`src/rtl/mips_pkg.sv`:
```
// Shared definitions for the multicycle MIPS control unit.
// Holds the main FSM state encoding and the primary opcode constants.
package mips_pkg;

  typedef enum logic [3:0] {
    FETCH   = 4'd0,
    DECODE  = 4'd1,
    MEMADR  = 4'd2,
    MEMRD   = 4'd3,
    MEMWB   = 4'd4,
    MEMWR   = 4'd5,
    EXECUTE = 4'd6,
    ALUWB   = 4'd7,
    BRANCH  = 4'd8,
    ADDIEX  = 4'd9,
    ADDIWB  = 4'd10,
    JUMP    = 4'd11
  } state_t;

  localparam logic [5:0] OP_RTYPE = 6'b000000;
  localparam logic [5:0] OP_LW    = 6'b100011;
  localparam logic [5:0] OP_SW    = 6'b101011;
  localparam logic [5:0] OP_BEQ   = 6'b000100;
  localparam logic [5:0] OP_ADDI  = 6'b001000;
  localparam logic [5:0] OP_J     = 6'b000010;

endpackage

```
`src/rtl/main_controller.sv`:
```
// Moore FSM sequencing the multicycle MIPS datapath; the state code is
// the registered output, decoded into enables/selects further downstream.
module main_controller
  import mips_pkg::*;
(
  input  logic       clock,
  input  logic       reset,
  input  logic [5:0] opcode,
  output logic [3:0] state
);

  state_t state_r;
  state_t next_s;

  // Next-state selection; opcode only matters in DECODE and MEMADR.
  always_comb begin
    next_s = FETCH;
    case (state_r)
      FETCH: next_s = DECODE;
      DECODE: begin
        case (opcode)
          OP_LW, OP_SW: next_s = MEMADR;
          OP_RTYPE:     next_s = EXECUTE;
          OP_BEQ:       next_s = BRANCH;
          OP_ADDI:      next_s = ADDIEX;
          OP_J:         next_s = JUMP;
          default:      next_s = FETCH;
        endcase
      end
      MEMADR: begin
        if (opcode == OP_LW) begin
          next_s = MEMRD;
        end else if (opcode == OP_SW) begin
          next_s = MEMWR;
        end else begin
          next_s = FETCH;
        end
      end
      MEMRD:   next_s = MEMWB;
      EXECUTE: next_s = ALUWB;
      ADDIEX:  next_s = ADDIWB;
      // Terminal states and the unused codes 12..15 all return to FETCH.
      default: next_s = FETCH;
    endcase
  end

  // State register with asynchronous active-low reset to FETCH.
  always_ff @(posedge clock or negedge reset) begin
    if (!reset) begin
      state_r <= FETCH;
    end else begin
      state_r <= next_s;
    end
  end

  assign state = state_r;

endmodule

```
`config.mk`:
```
export PLATFORM = sky130hd
export DESIGN_NAME = main_controller
export DESIGN_NICKNAME = d
export VERILOG_FILES = /design/src/rtl/mips_pkg.sv /design/src/rtl/main_controller.sv
export SDC_FILE = /design/constraint.sdc
export NUM_CORES = 1
export LEC_CHECK = 0
export CAP_MARGIN = 20
export CORE_AREA = 2 2 39 41
export CTS_BUF_LIST = sky130_fd_sc_hd__clkbuf_2
export CTS_CLUSTER_DIAMETER = 150
export CTS_CLUSTER_SIZE = 28
export DETAILED_ROUTE_END_ITERATION = 10
export DIE_AREA = 0 0 41 43
export GPL_ROUTABILITY_DRIVEN = 0
export SLEW_MARGIN = 20
export SYNTH_ARGS = -nofsm -noshare
export SYNTH_HDL_FRONTEND = slang
export SYNTH_SLANG_ARGS = --single-unit
```
`constraint.sdc`:
```
create_clock -name clock -period 3 [get_ports clock]
set_input_delay 0.9 -clock clock [delete_from_list [all_inputs] [get_ports clock]]
set_output_delay 0.9 -clock clock [all_outputs]
set_load 0.02 [all_outputs]
```
==> flow_metrics.py <==
metrics = {
    "status": {
        "status": "completed",
    },
    "floorplan": {
        "core_um2": 1380,
        "die_w_um": 41,
        "pin_count": 12,
        "rows": 14,
        "fp.dieH_um": 43,
        "dieArea_um2": 1760,
        "start_util": 0.212,
    },
    "place": {
        "dp_hpwl_um": 564,
        "place_ws_ns": 0.686,
        "placedCellCount": 58,
        "portBuffers": 11,
    },
    "drt": {
        "via_count": 320,
        "remaining_drc_errors": 0,
        "ant_nets": 0,
        "vias_per_cell": 5.25,
        "routedWlPerCell_um": 11.5,
        "firstDrtPassIters": 4,
        "drtIter0Drc": 12,
        "wirelength_um": 702,
    },
    "clocking": {
        "post-cts-setup-buffer-count": 0,
        "cts_made_buffers": 3,
        "cts_buffer_depth": 2,
        "insertion_delay_ns": 0.21,
        "ctsResizeCount": 0,
        "cts_num_sinks": 4,
        "cts_tree": "done",
        "clk_pin_slew_worst_paths_ns": 0.04,
        "hold_buffers": 0,
        "cts-htree-levels": 1,
        "cts-root-buf": "clkbuf_2",
    },
    "global_routing": {
        "overflow": 0,
        "grt_pass1_vias": 290,
        "grt_pass1_wl_um": 1190,
        "grt_max_degree": 10,
        "grtUsageMet2": 0.128,
        "grt_use_met1": 0.129,
        "grt_use_met3": 0.0366,
        "grt.busiest_layer": "met1",
        "grt.total_usage": 0.104,
        "antenna_found_initial": 0,
    },
    "worst_setup_path": {
        "max_stage_delay_ns": 0.65,
        "critPathMaxFanout": 9,
        "crit-reg2reg-launch": "state[0]",
        "r2r_cells": 3,
        "critPathRequiredTime_ns": 2.10,
        "path_cells": "clkdlybuf4s50_1",
        "rr_endpoint": "state[3]",
        "startpoint": "state[0]",
        "start_kind": "register",
        "ff2ff_setup_slack_ns": 1.82,
        "end_kind": "primary output",
        "cp_num_buf_inv": 1,
        "cpLargestDelayFamily": "buffers and inverters",
        "cp_slowest_cell": "clkdlybuf4s50_1",
        "critical_path_class": "reg2out",
        "cp.arrival_ns": 1.32,
    },
    "sta": {
        "finalHoldViolations": 0,
        "fin_crit_ns": 2.22,
        "finalCritPeriodShare": 0.741,
        "tightest_slew_ns": 0.369,
        "skew_ns": 0.000922,
        "setup_slack_ns": 0.777,
        "hold_ws_ns": 0.574,
        "setup_tns_ns": 0,
        "max_freq_ghz": 0.450,
        "relSlewSlack": 0.754,
        "setup_viol_count_final": 0,
        "final_max_slew_viol_count": 0,
        "grt_setup_unrepaired": "false",
    },
    "hold_path": {
        "hold_depth": 1,
        "holdCritStartpoint": "state[3]",
        "hold_class": "reg2reg",
        "min_to": "state[2]",
    },
    "cells_and_area": {
        "fillCellCount": 155,
        "final_common_cell": "clkdlybuf4s50_1",
        "fin_cells": 61,
        "largest_reg_flops": 4,
        "area_growth_pct": 47.7,
        "final_nets": 55,
        "seqCellArea_um2": 100,
        "layout-drive-gt1-share": 0.133,
        "antenna_cells": 0,
        "multi_input_area_um2": 189,
        "most-common-layout-cells": "clkdlybuf4s50_1 (11), dfrtp_1 (4), nor3_1 (3), clkbuf_2 (3)",
        "final_util": 0.314,
    },
    "synthesis": {
        "ys_seq_area_frac": 0.340,
        "synth_nets": 40,
        "synthCells": 32,
        "ys_seq_elements": 4,
        "synth.area.top_cells": "dfrtp_1 (34%), xor2_1 (6.0%), nor3_1 (5.1%)",
        "synth_top_area_cell": "dfrtp_1",
        "synth_top_area_frac": 0.340,
        "synth.distinct_cells": 24,
        "synth_area_per_cell_um2": 9.19,
        "synth_area_um2": 294,
        "yosysWarnings": 0,
    },
    "power_and_ir_drop": {
        "p_leak_uw": 0.000164,
        "peakVddDrop_v": 0.000128,
        "power.density_nw_per_um2": 537,
    },
    "job": {
        "maxCapViolCount": 0,
    },
}
worst max-delay path by stage:
stage | endpoint | depth (start not counted)
CTS | state[0] | 1
global route | state[0] | 1
global placement | state[2] | 4
detailed placement | state[2] | 4
floorplan | state[2] | 3
finish | state[0] | 1
cell usage after synthesis:
master	n
a2111oi_1	1
a21boi_0	1
a21oi_1	1
a311oi_1	1
a31oi_1	1
and3_2	1
buf_2	1
dfrtp_1	4
mux2_2	1
nand2_1	2
nand2b_1	1
nand3_1	1
nand4_1	1
nor2_1	2
nor3_1	3
nor3b_1	1
nor4_1	1
nor4_2	1
nor4b_1	1
o2111ai_1	1
o211ai_1	1
o21ai_0	1
or4bb_1	1
xor2_1	2
report_power, final:
group	total (uW)	internal (uW)	switching, uW	leakage [uW]
Combinational	95.8	50.5	45.2	0.0000985
Clock	47.6	26.8	20.8	0.0000125
Sequential	89.7	66.1	23.6	0.0000533
Total	233	143	89.7	0.000164
area by class of cell:
cell class / count / area share
Multi-Input combinational cell: 27 / 0.435
Timing Repair Buffer: 11 / 0.254
Clock buffer: 3 / 0.0346
Sequential cell: 4 / 0.231
Tap cell: 16 / 0.0461
cell families (layout without fill, tap and decap cells):
family,count (synthesis),in the layout,share of synthesized area
AOI/OAI and AO/OA,8,8,0.200
xor gates and xnor gates,2,2,0.0596
buffers and inverters,1,14,0.0170
DFF,4,4,0.340
muxes,1,1,0.0383
and+or+nand+nor,16,16,0.345
stage by stage:
stage               power [uW]  area, um^2
floorplan                  138         294
global placement           185         419
detailed placement         187         419
CTS                        235         434
global route               254         434
finish                     233         434
per-layer routing:
metal,routed length [um],vias up,part of all wire
met5,0,-,0
met4,17,0,0.024
met2,309,17,0.44
li1,-,155,-
met1,317,146,0.45
met3,58,2,0.083
worst reg2reg max path, cell delays in order (launching register included):
cell and delay (ns):
dfrtp_1 0.47, nor3b_1 0.38, o2111ai_1 0.18, nand2_1 0.10
(Power assumes the default switching activity.)
